File: src/rtl/switch_ingress_fifo.sv
// switch_ingress_fifo
//   Buffered ingress stage in front of the two-way address switch. A producer
//   pushes {addr,data} over a valid/ready handshake into a DEPTH-entry FIFO.
//   Entries are issued to the switch as single-cycle out_vld pulses. Issue is
//   throttled by out_en and by a programmable inter-issue gap. Wrapping
//   per-destination issue counters are split at ADDR_DIV.
//
// Ports
//   clk       clock, all logic on posedge
//   rstn      synchronous active-low reset
//   in_vld    producer has a transaction
//   in_rdy    FIFO can accept (== !full)
//   in_addr   transaction address
//   in_data   transaction data
//   out_en    downstream issue enable, low stalls issue
//   out_vld   one-cycle issue strobe to switch vld
//   out_addr  issued address to switch addr
//   out_data  issued data to switch data
//   count     current occupancy, 0..DEPTH
//   full      count == DEPTH
//   empty     count == 0
//   a_cnt     issues with addr <= ADDR_DIV, wrapping
//   b_cnt     issues with addr >  ADDR_DIV, wrapping
module switch_ingress_fifo #(
  parameter int                    ADDR_WIDTH = 8,
  parameter int                    DATA_WIDTH = 16,
  parameter int                    DEPTH      = 8,
  parameter int                    GAP        = 0,
  parameter logic [ADDR_WIDTH-1:0] ADDR_DIV   = 8'h3F
) (
  input  logic                      clk,
  input  logic                      rstn,
  input  logic                      in_vld,
  output logic                      in_rdy,
  input  logic [ADDR_WIDTH-1:0]     in_addr,
  input  logic [DATA_WIDTH-1:0]     in_data,
  input  logic                      out_en,
  output logic                      out_vld,
  output logic [ADDR_WIDTH-1:0]     out_addr,
  output logic [DATA_WIDTH-1:0]     out_data,
  output logic [$clog2(DEPTH):0]    count,
  output logic                      full,
  output logic                      empty,
  output logic [15:0]               a_cnt,
  output logic [15:0]               b_cnt
);

  localparam int PW = $clog2(DEPTH);
  localparam int EW = ADDR_WIDTH + DATA_WIDTH;
  // Gap counter is at least one bit wide so GAP=0 still elaborates cleanly.
  localparam int GW = (GAP > 0) ? $clog2(GAP + 1) : 1;

  localparam logic [GW-1:0] GAP_LOAD = GW'(GAP);
  localparam logic [GW-1:0] GAP_ONE  = GW'(1);
  localparam logic [PW:0]   PTR_ONE  = (PW + 1)'(1);

  logic [EW-1:0]         mem [DEPTH];
  logic [PW:0]           wr_ptr;
  logic [PW:0]           rd_ptr;
  logic [GW-1:0]         gap_cnt;
  logic                  push;
  logic                  pop;
  logic [EW-1:0]         head;
  logic [ADDR_WIDTH-1:0] head_addr;
  logic [DATA_WIDTH-1:0] head_data;

  // Pointers carry an extra wrap bit: equal pointers mean empty, equal index
  // with differing wrap bits means full.
  assign empty  = (wr_ptr == rd_ptr);
  assign full   = (wr_ptr[PW] != rd_ptr[PW]) && (wr_ptr[PW-1:0] == rd_ptr[PW-1:0]);
  assign count  = wr_ptr - rd_ptr;
  assign in_rdy = !full;

  // in_rdy ignores a same-cycle pop, so a full FIFO never accepts.
  assign push = in_vld && !full;
  assign pop  = !empty && out_en && (gap_cnt == '0);

  assign head      = mem[rd_ptr[PW-1:0]];
  assign head_addr = head[EW-1:DATA_WIDTH];
  assign head_data = head[DATA_WIDTH-1:0];

  // Storage is deliberately not reset; a flush only moves the pointers.
  always_ff @(posedge clk) begin
    if (push) begin
      mem[wr_ptr[PW-1:0]] <= {in_addr, in_data};
    end
  end

  // The pop reads the pre-edge head, so a word written on this edge cannot
  // be issued before the next one.
  always_ff @(posedge clk) begin
    if (!rstn) begin
      wr_ptr   <= '0;
      rd_ptr   <= '0;
      gap_cnt  <= '0;
      out_vld  <= 1'b0;
      out_addr <= '0;
      out_data <= '0;
      a_cnt    <= '0;
      b_cnt    <= '0;
    end else begin
      if (push) begin
        wr_ptr <= wr_ptr + PTR_ONE;
      end
      if (pop) begin
        rd_ptr   <= rd_ptr + PTR_ONE;
        out_vld  <= 1'b1;
        out_addr <= head_addr;
        out_data <= head_data;
        gap_cnt  <= GAP_LOAD;
        if (head_addr <= ADDR_DIV) begin
          a_cnt <= a_cnt + 16'd1;
        end else begin
          b_cnt <= b_cnt + 16'd1;
        end
      end else begin
        out_vld <= 1'b0;
        // The gap drains even while out_en is low.
        if (gap_cnt != '0) begin
          gap_cnt <= gap_cnt - GAP_ONE;
        end
      end
    end
  end

endmodule
File: config.mk
export PLATFORM = sky130hd
export DESIGN_NAME = switch_ingress_fifo
export DESIGN_NICKNAME = d
export VERILOG_FILES = /design/src/rtl/switch_ingress_fifo.sv
export SDC_FILE = /design/constraint.sdc
export NUM_CORES = 1
export LEC_CHECK = 0
export CAP_MARGIN = 25
export CELL_PAD_IN_SITES_DETAIL_PLACEMENT = 1
export CELL_PAD_IN_SITES_GLOBAL_PLACEMENT = 2
export CORE_ASPECT_RATIO = 0.7
export CORE_MARGIN = 5
export CORE_UTILIZATION = 42
export CTS_CLUSTER_SIZE = 25
export DETAILED_ROUTE_END_ITERATION = 12
export PLACE_DENSITY_LB_ADDON = 0.15
export SLEW_MARGIN = 20
export SYNTH_ARGS = -nofsm -noshare
export SYNTH_HDL_FRONTEND = slang
export SYNTH_SLANG_ARGS = --single-unit
File: constraint.sdc
create_clock -name clk -period 4.13 [get_ports clk]
set_input_delay 0.826 -clock clk [delete_from_list [all_inputs] [get_ports clk]]
set_output_delay 0.826 -clock clk [all_outputs]
set_load 0.05 [all_outputs]
-- Word-level counts from Yosys, hierarchy flattened
Memory sizes are Yosys's and may differ from the RTL's. A register that Yosys moved wholly into a read port is not among the register bits.
Index checks and enable logic that the tools add are counted.
- flip-flop bits (word level): 66
- latch bits: 0
- memory bits (writable): 192
- bits in read-only memories: 0
- input port bits: 28
- output and inout bits: 64
- logic and storage cells: 36
- memories kept: 1
- $add $sub $neg: 6
- multipliers: 0
- div/mod/pow operators: 0
- $lt $le $gt $ge: 1
- eq/ne operators: 3
- shift operators: 0
- multiplexer cells: 5
- bitwise logic cells: 3
- reductions and logical operators: 9
- memory list (memory ; words ; bits a word ; rd ports ; clocked after memory_dff ; wr ports ; line ; RTL):
    mem ; 8 ; 24 ; 1 ; 1 ; 1 ; 57 ; logic [EW-1:0] mem [DEPTH];
- operators with widths (operator ; number):
    16-bit by 1-bit adder with 16-bit output (second input constant) ; 2
    4-bit by 1-bit adder with 4-bit output (second input constant) ; 2
    8-bit by 6-bit less-or-equal comparator with 1-bit output (second input constant) ; 1
    3-bit 2-to-1 mux ; 2
    4-bit equality test ; 1
    1-bit logical AND ; 4
    2-bit AND reduction ; 2
    4-bit subtractor ; 1
    3-bit equality test ; 1
    1-bit 2-to-1 mux ; 3
    1-bit NOT ; 3
    3-bit OR reduction ; 1
    1-bit zero test ; 2
    1-bit != test ; 1
    1-bit subtractor (second input constant) ; 1

-- Longest topological paths before layout
- depth after elaboration: 6
- mapped depth: 9
- gate-level depth less buffers: 7

-- Least setup slack after synthesis
Ideal clock, no wire load.
- path kind: input -> register
- from: input port in_vld
- to: memory mem[1][0] (netlist name), enable pin
- setup time: 435 ps
- arrival time: 3021 ps
- data required time: 3695 ps
- path slack: 674 ps
- stages: 4
- path buffers: 0
- cell sequence: inv_1 > a41oi_1 > nand2_1 > nor3_1
- longest elaborated chain between the ends: 3
- RTL lines (item ; line ; RTL):
    start, declared ; 33 ; input logic in_vld,
    1-bit logical AND ; 75 ; assign push = in_vld && !full;
    1-bit 2-to-1 mux ; 84 ; if (push) begin
    1-bit 2-to-1 mux (not written as such) ; 85 ; mem[wr_ptr[PW-1:0]] <= {in_addr, in_data};
    end, declared ; 57 ;
No other way between the ends.

-- Final worst setup path
- from: register rd_ptr[1]
- to: output port count[3]
- longest elaborated chain between the ends: 1
- RTL lines (item ; line ; RTL):
    start, declared ; 59 ; logic [PW:0] rd_ptr;
    start signal, assigned ; 106 ; rd_ptr <= rd_ptr + PTR_ONE;
    4-bit subtractor ; 71 ; assign count = wr_ptr - rd_ptr;
    end, declared ; 41 ; output logic [$clog2(DEPTH):0] count,
No other way between the ends.

==> metrics.txt <==
post-CTS clock slew at the launch and capture registers of the worst setup and hold paths=0.06 ns; net count of the finished layout=763; non-filler cells, final=1,065; largest family of logic cells by synthesized area=multiplexers; Yosys top cell area share=56.5%; number of optimization iterations in the first detailed-route pass=4; Detailed Route Iter0 Violations=314; Fmax achieved=0.281 GHz; Simple-Gate Fraction of Synth Area=6.79%; CTS buffer count=26; cell accounting for the most synthesized area=edfxtp_1; Core Rows=47; instance area after placement=11,500 um2; Area Growth Syn to Fin=21.9%; critical path peak fanout=5; count of instances resized after the clock tree is built=0; category of the critical setup timing path=register to primary output; type of the worst min-delay path=register to register; Die H=140 um; sequential-to-total area share from yosys stat=70.1%; Layout Cell Area excl Fill=12,400 um2; proportion of synthesized area in mux cells=14.1%; HPWL Detailed=15,200 um; final routed DRC violation total=0; number of hold-repair buffers added at the cts stage=0; number of nets still failing antenna checks after routing=0; worst hold slack across all endpoints=0.477 ns; run status=finished, final reports clean; fraction of registers with async set or reset after synthesis=0%; Leak Pwr=3.89 nW; number of warning messages in the yosys log=0; area of the mapped netlist=10,200 um2; share of cells above drive strength 1=15.9%; Synth area leaders=edfxtp_1 (57%), dfxtp_1 (14%), mux4_2 (10%); final critical-path setup slack=0.577 ns; Post-Route WL=24,000 um; post-synthesis share of cell area spent on full adders, half adders and majority gates=1.06%; GP Congestion=0.757; power per unit of standard cell area=471 nW/um2; hold path start=b_cnt[15]; Clock Tree Buf Depth=3; Post-Synthesis Mean Instance Area=16.4 um2; overall die area=27,500 um2; total track usage=17.3%; number of levels the H-tree was split into=1; maximum number of pins on one net before global-route repair=43; VDD IR-drop max=0.000330 V; IO buf count=91; count of endpoints failing setup in the final report=0; post-placement worst setup slack=1.08 ns; hold path depth=2; Crit. End Element=primary output; signal arrival time at the worst endpoint=2.73 ns; via count=5,751; met3 layer wire length in the routed design=960 um; number of buffers added for setup after CTS=0; fraction of synthesized cell area in xor and xnor cells=1.37%; clock root cell=clkbuf_16; crit share post-route=86.0%; CP Data Required Time=3.30 ns; WL per Instance=22.5 um; number of failing hold endpoints at the final stage=0; number of distinct library cells after synthesis=44; ports placed on the boundary=92; starting density of the core=42.9%; post-synthesis compound-gate area fraction=4.83%; core footprint=23,800 um2; first-pass GRT wire length=37,200 um; Worst R2R Setup Slack=1.21 ns; Final Max Slew Viols=0; Worst Skew=0.0135 ns; reg2reg end=a_cnt[15]; met2 routed wirelength=10,800 um; total nets after synthesis=658; Slew HR=51.7%; number of flops mapped to enable cells by yosys=192; Max Cap Viol=0; crit path launch type=register; WHS Endpoint=b_cnt[15]; Antenna Diode Count=0; number of instances in the synthesized netlist=622; clock sinks=261; RSZ-0062 raised after global routing=no; clock insertion delay at the later pin of the skew report=0.52 ns; Setup Total Neg Slack=0 ns; routed metal-1 wire length=11,800 um; Die X-Extent=196 um; top flip-flop cell by instance count after synthesis=edfxtp_1; initial antenna violation count=0; top layer in use=met4; clock tree from TritonCTS=done; via density per instance=5.40; aggregate global routing overflow=0; final critical-path required period=3.55 ns; reg2reg path depth=5; count of state elements after synthesis=261; vias in the first global route=6,042; transition time at the pin with the least slew margin=0.720 ns; number of cells after detailed placement=1,017
worst max-delay path by stage:
stage | from | cells past startpoint | slack (ns) | to
finish | rd_ptr[1] | 6 | 0.58 | count[3]
global route | rd_ptr[1] | 6 | 0.45 | full
CTS | rd_ptr[1] | 6 | 0.55 | count[3]
detailed placement | out_en | 6 | 1.08 | a_cnt[15]
global placement | rd_ptr[1] | 6 | 1.15 | count[3]
floorplan | in_vld | 4 | 0.67 | mem[1][0]
critical path, cell delays in order, from the launching register on:
cell,delay (ns)
dfxtp_1,0.44
inv_1,0.08
ha_1,0.32
a21o_1,0.17
a21oi_1,0.18
xor2_1,0.18
clkdlybuf4s50_1,0.84
synthesized netlist by cell type (all sizes together) (3+ instances only):
master  instances
mux2i          30
xnor2           8
mux4           48
a21oi          22
ha              7
nand2          27
a211oi         27
nand2b          8
clkbuf         14
inv            14
nand3          15
nor2           49
o31ai           9
and4            3
edfxtp        192
or4            10
buf            14
dfxtp          69
nor4            5
and2            3
xor2            8
or3             6
nand4           8
o21ai           8
final cells by class:
class	instances	area (um2)
clock buffers	30	697
clock inverters	18	213
fillers	2255	11300
inverters	14	52.6
multi-input cells	319	2900
flip-flops and latches	261	7150
well taps	318	398
repair buffers	105	1020
cell usage in the layout, fill, tap and decap left out, drive strengths merged, types with 5 or more instances in the layout:
master           n
o31ai            9
clkdlybuf4s50   91
buf             14
o21ai            8
a211oi          27
nor2            49
clkbuf          30
nor4             5
nand4            8
nand2b           8
xor2             8
xnor2            8
mux4            48
clkinv          13
inv             14
a21oi           22
or4             10
dfxtp           69
or3              6
bufinv           5
edfxtp         192
ha               7
nand2           27
nand3           15
mux2i           30
where the power goes:
part | internal [mW] | switching, mW | leakage (nW) | total [mW]
Clock | 1.52 | 0.970 | 0.452 | 2.49
Combinational | 0.174 | 0.280 | 1.13 | 0.453
Sequential | 2.87 | 0.0371 | 2.31 | 2.91
Total | 4.57 | 1.29 | 3.89 | 5.85
metal layers:
metal / vias up / global-route usage [%]
met5: - / 0
met2: 110 / 26.9
met4: 0 / 3.27
met3: 31 / 2.64
li1: 2651 / -
met1: 2959 / 26.2
flip-flops by register name, indices dropped and copies added (netlist names), named ones only:
signal / flops
b_cnt: 16
gap_cnt: 1
mem: 192
out_addr: 8
wr_ptr: 4
rd_ptr: 4
out_vld: 1
a_cnt: 16
out_data: 16
cell families after synthesis:
| group | Yosys count |
|---|---|
| AOI/OAI and AO/OA | 75 |
| xor gates and xnor gates | 16 |
| adders and majority gates | 8 |
| buffers and inverters | 42 |
| DFF | 261 |
| muxes | 80 |
| other | 1 |
| and+or+nand+nor | 139 |
stage by stage:
stage	power (mW)	utilization [%]
floorplan	3.25	-
global placement	3.41	48.5
detailed placement	3.43	48.5
CTS	5.92	52.3
global route	6.08	52.3
finish	5.85	52.3
No activity file was read; power rests on OpenSTA's default activity.
